## config.mk

```make
export PLATFORM = sky130hd
export DESIGN_NAME = i2s_rx
export DESIGN_NICKNAME = d
export VERILOG_FILES = /design/src/rtl/i2s_rx.sv
export SDC_FILE = /design/constraint.sdc
export NUM_CORES = 1
export LEC_CHECK = 0
export ABC_AREA = 1
export CORE_MARGIN = 10
export CORE_UTILIZATION = 54
export DETAILED_ROUTE_END_ITERATION = 6
export PLACE_DENSITY = 0.78
export SLEW_MARGIN = 30
export SYNTH_ARGS = -nofsm -noshare
export SYNTH_HDL_FRONTEND = slang
export SYNTH_SLANG_ARGS = --single-unit
```

## constraint.sdc

```tcl
create_clock -name clk_i -period 2.35 [get_ports clk_i]
set_clock_uncertainty 0.15 [all_clocks]
set_input_delay 0.3525 -clock clk_i [delete_from_list [all_inputs] [get_ports clk_i]]
set_output_delay 0.3525 -clock clk_i [all_outputs]
set_load 0.005 [all_outputs]
```

## src/rtl/i2s_rx.sv

```systemverilog
// i2s_rx: oversampling I2S receiver that deserialises one left/right pair per LRCLK frame onto a ready/valid port.
module i2s_rx #(
  parameter int width_p = 24,
  parameter int sync_stages_p = 2
) (
  input  logic               clk_i,
  input  logic               reset_i,
  input  logic               bclk_i,
  input  logic               lrclk_i,
  input  logic               sdata_i,
  input  logic               ready_i,
  output logic               valid_o,
  output logic [width_p-1:0] data_l_o,
  output logic [width_p-1:0] data_r_o,
  output logic               overrun_o,
  output logic               frame_err_o
);
  localparam int cw = $clog2(width_p);
  localparam logic [cw-1:0] cnt_max = cw'(width_p - 1);
  typedef enum logic [1:0] {ALIGN, DELAY, SHIFT, IGNORE} state_t;
  state_t state;
  logic [sync_stages_p-1:0] bclk_q, lr_q, sd_q;
  logic bclk_d, bclk_s, lr_s, sd_s, rise;
  logic lr_prev, primed, chan, left_ok;
  logic lr_edge, done, load;
  logic [cw-1:0] cnt;
  logic [width_p-1:0] shreg, hold_l, word;
  always_ff @(posedge clk_i) begin
    if (reset_i) begin
      bclk_q <= '0;
      lr_q <= '0;
      sd_q <= '0;
      bclk_d <= 1'b0;
    end else begin
      bclk_q <= {bclk_q[sync_stages_p-2:0], bclk_i};
      lr_q <= {lr_q[sync_stages_p-2:0], lrclk_i};
      sd_q <= {sd_q[sync_stages_p-2:0], sdata_i};
      bclk_d <= bclk_s;
    end
  end
  // primed suppresses a false LR edge against the reset value of lr_prev
  always_comb begin
    bclk_s = bclk_q[sync_stages_p-1];
    lr_s = lr_q[sync_stages_p-1];
    sd_s = sd_q[sync_stages_p-1];
    rise = bclk_s && !bclk_d;
    lr_edge = primed && (lr_s != lr_prev);
    word = {shreg[width_p-2:0], sd_s};
    done = rise && state == SHIFT && !lr_edge && cnt == cnt_max;
    load = done && chan && left_ok;
  end
  always_ff @(posedge clk_i) begin
    if (reset_i) begin
      state <= ALIGN;
      lr_prev <= 1'b0;
      primed <= 1'b0;
      chan <= 1'b0;
      left_ok <= 1'b0;
      cnt <= '0;
      shreg <= '0;
      hold_l <= '0;
      valid_o <= 1'b0;
      data_l_o <= '0;
      data_r_o <= '0;
      overrun_o <= 1'b0;
      frame_err_o <= 1'b0;
    end else begin
      overrun_o <= load && valid_o && !ready_i;
      frame_err_o <= rise && state == SHIFT && lr_edge;
      valid_o <= load || (valid_o && !ready_i);
      if (load) begin
        data_l_o <= hold_l;
        data_r_o <= word;
      end
      if (rise) begin
        lr_prev <= lr_s;
        primed <= 1'b1;
        case (state)
          ALIGN, IGNORE: if (lr_edge) begin
            state <= DELAY;
            chan <= lr_s;
            cnt <= '0;
          end
          DELAY: state <= SHIFT;
          SHIFT: if (lr_edge) begin
            state <= DELAY;
            chan <= lr_s;
            cnt <= '0;
            left_ok <= 1'b0;
          end else begin
            shreg <= word;
            cnt <= cnt + 1'b1;
            if (done) begin
              state <= IGNORE;
              left_ok <= !chan;
              if (!chan) hold_l <= word;
            end
          end
        endcase
      end
    end
  end
endmodule
```

==> flow_summary.toml, run 1 <==
[status]
status = "finished, final reports clean"

[clock_tree]
numCtsBuffers = 17
numClockSinks = 116
cts_setup_buffers = 0
clock_latency_ns = 0.52
htreeDepth = 4
cts_tree = "done"
clock_tree.buffer_depth = 2
cts_resized = 0
clk_pin_slew_worst_paths_ns = 0.05
ctsHoldBuffers = 0
clockRootBuffer = "clkbuf_8"

[placed_design]
dpl.cell_count = 670
dpl.hpwl_um = 6189
place_congestion = 0.8561
io_buffer_count = 56
dpl_cell_area_um2 = 4870

[grt]
antenna_found_initial = 0
gr-usage-all-layers_pct = 17.50
grt_pass1_vias = 3654
overflow = 0
grt_max_degree = 87
grt_pass1_wl_um = 17010

[final_layout]
fill_cells = 613
layoutNonFillerInstCount = 703
layout-drive-gt1-share_pct = 8.652
nNetsFinal = 598
final_area_um2 = 5490
antennaDiodeCount = 0
area_delta_synth_final_pct = 26.56

[timing]
tns_ns = 0
worstMarginPinSlew_ns = 0.8460
fmax_mhz = 460.6
setup_viol = 0
hold_violations = 0
slew_headroom_pct = 43.60
rsz0062_at_grt = "false"
timing.final.crit_share_pct = 92.38
finalCriticalPeriod_ns = 2.171
finalMaxSlewViolations = 0

[critical_path]
path_cells = "inv_1 -> ha_1 -> inv_2 -> nor2_4 -> nand2_4 -> buf_4 -> clkinvlp_2 -> nor2_1 -> nor2_1"
crit_path_max_incr_delay_ns = 0.41
crit_fanout = 25
crit_family = "buffers and inverters"
critPathKind = "reg -> reg"
endpoint_kind = "flip-flop"
worstPathArrival_ns = 2.43
cp-start-kind = "flip-flop"
crit_slowest_cell = "clkinvlp_2"
worstPathRequired_ns = 2.61
critPathBufInv = 4
cpMostUsedCell = "nor2_1"

[yosys]
ys.flop_type = "dfxtp_1"
synth_commonest_cells = "dfxtp_1, nand2_1, a21oi_1, nand3_1, nor2_1"
synth.net_count = 552
synth.most_common_cell = "dfxtp_1"
synth_top_area_share_pct = 53.53
synth-edff-count = 0
ys_seq_area_share_pct = 53.53
yosys.area.top_type = "dfxtp_1"
synthCells = 542
yosys-top-cells-area = "dfxtp_1, a21oi_1, nand3_1, nand2_1, nor2_1"
netlist_area_um2 = 4338
synth_cell_type_count = 26
synth_area_per_cell_um2 = 8.004
ys_seq_elements = 116
synthArstFlopShare_pct = 0
yosysWarnings = 0

[detailed_routing]
drtAntennaViolNets = 0
drtIter0Drc = 228
vias_per_cell = 5.469
vias = 3845
drc = 0
wl_per_cell_um = 14.42
firstDrtPassIters = 5
drt_wl_total_um = 10140

[power_and_ir_drop]
powerDensity_nw_per_um2 = 848.1
ir_worst_vdd_mv = 0.4944
p_leak_nw = 1.885

[floorplan]
die_width_um = 109.6
io_pins = 57
rows = 32
dieArea_um2 = 12020
die-height_um = 109.6
start_util_pct = 55.85
coreArea_um2 = 7767

[hold_path]
hold_path.class = "in -> reg"

[job]
cap_viol_max_count = 0
cells in the final DEF (no fill, tap or decap), types with 2 or more instances in the layout:
master and n:
clkinv_2 5, a21oi_1 80, nor4_1 2, clkbuf_16 16
clkinvlp_4 4, bufinv_16 4, buf_4 7, nand2_2 2
nor2_1 66, o21ai_0 26, inv_1 20, clkdlybuf4s50_1 55
nand3_1 79, dfxtp_1 116, ha_1 4, nand2_1 94
inv_2 2, nor2_4 2
area by class of cell:
class | instances | area (um2) | share of cell area (%)
flip-flops and latches | 116 | 2322 | 42.30
multi-input cells | 364 | 1710 | 31.15
repair buffers | 64 | 628.1 | 11.44
clock buffers | 18 | 417.9 | 7.612
clock inverters | 14 | 185.2 | 3.373
well taps | 102 | 127.6 | 2.325
inverters | 24 | 93.84 | 1.709
repair inverters | 1 | 5.005 | 0.09116
flip-flops by register name, summed over array words and instances, names as in the netlist, 2 cells and up:
| name | flops |
|---|---|
| sd_q | 2 |
| hold_l | 24 |
| lr_q | 2 |
| shreg | 23 |
| data_r_o | 24 |
| bclk_q | 2 |
| data_l_o | 24 |
| cnt | 5 |
| state | 2 |
routing by layer:
metal	vias to the layer above	GRT usage, %	wire length [um]
met3	24	5.968	752
met1	1796	20.59	4099
li1	1887	-	-
met2	138	28.41	5062
met5	-	0	0
met4	0	7.807	222
power breakdown:
group	leakage, nW	switching, mW	total [mW]	internal, mW
sequential	0.935	0.00405	1.98	1.98
clock	0.291	0.899	2.61	1.71
combinational	0.659	0.0468	0.0658	0.0191
total	1.88	0.949	4.66	3.71
per-stage QoR:
step / setup slack, ns / hold slack, ns / power (mW) / util, %
after floorplan: 0.6275 / 0.2383 / 2.068 / -
after global placement: 0.3346 / 0.2406 / 2.085 / 62.69
after detailed placement: 0.2377 / 0.2478 / 2.086 / 62.69
after CTS: 0.1819 / 0.1894 / 4.671 / 70.46
after global routing: 0.02513 / 0.2184 / 4.764 / 70.68
final: 0.1791 / 0.2013 / 4.656 / 70.68
worst reg2reg max path: stages (launching register included):
cell	delay (ns)
dfxtp_1	0.38
inv_1	0.08
ha_1	0.26
inv_2	0.11
nor2_4	0.06
nand2_4	0.08
buf_4	0.26
clkinvlp_2	0.41
nor2_1	0.21
nor2_1	0.07
path summary, 6_finish.rpt:
path	startpoint	endpoint	slack, ns	cells past startpoint
worst max-delay path	state[0]	shreg[17]	0.18	9
worst min-delay path	sdata_i	sd_q[0]	0.20	3
worst max register to register	state[0]	shreg[17]	0.18	9
worst min register to register	lr_q[0]	lr_q[1]	0.25	2
cell families (layout without fill, tap and decap cells):
group,after synthesis,in the layout,share of synthesized area (%)
AND/OR/NAND/NOR,252,252,25.56
flip-flops,116,116,53.53
AO/OA/AOI/OAI,108,108,12.52
buffers and inverters,62,121,7.240
adder cells (fa/ha/maj),4,4,1.154
Power figures use the tool's default switching activity.
==> run 2: changes to the inputs <==
--- a/config.mk
+++ b/config.mk
@@ -14,3 +14,4 @@
 export SYNTH_ARGS = -nofsm -noshare
 export SYNTH_HDL_FRONTEND = slang
 export SYNTH_SLANG_ARGS = --single-unit
+export TNS_END_PERCENT = 100
==> results of run 2 <==
The final DEF is identical to that of run 1; final timing and power are the same.
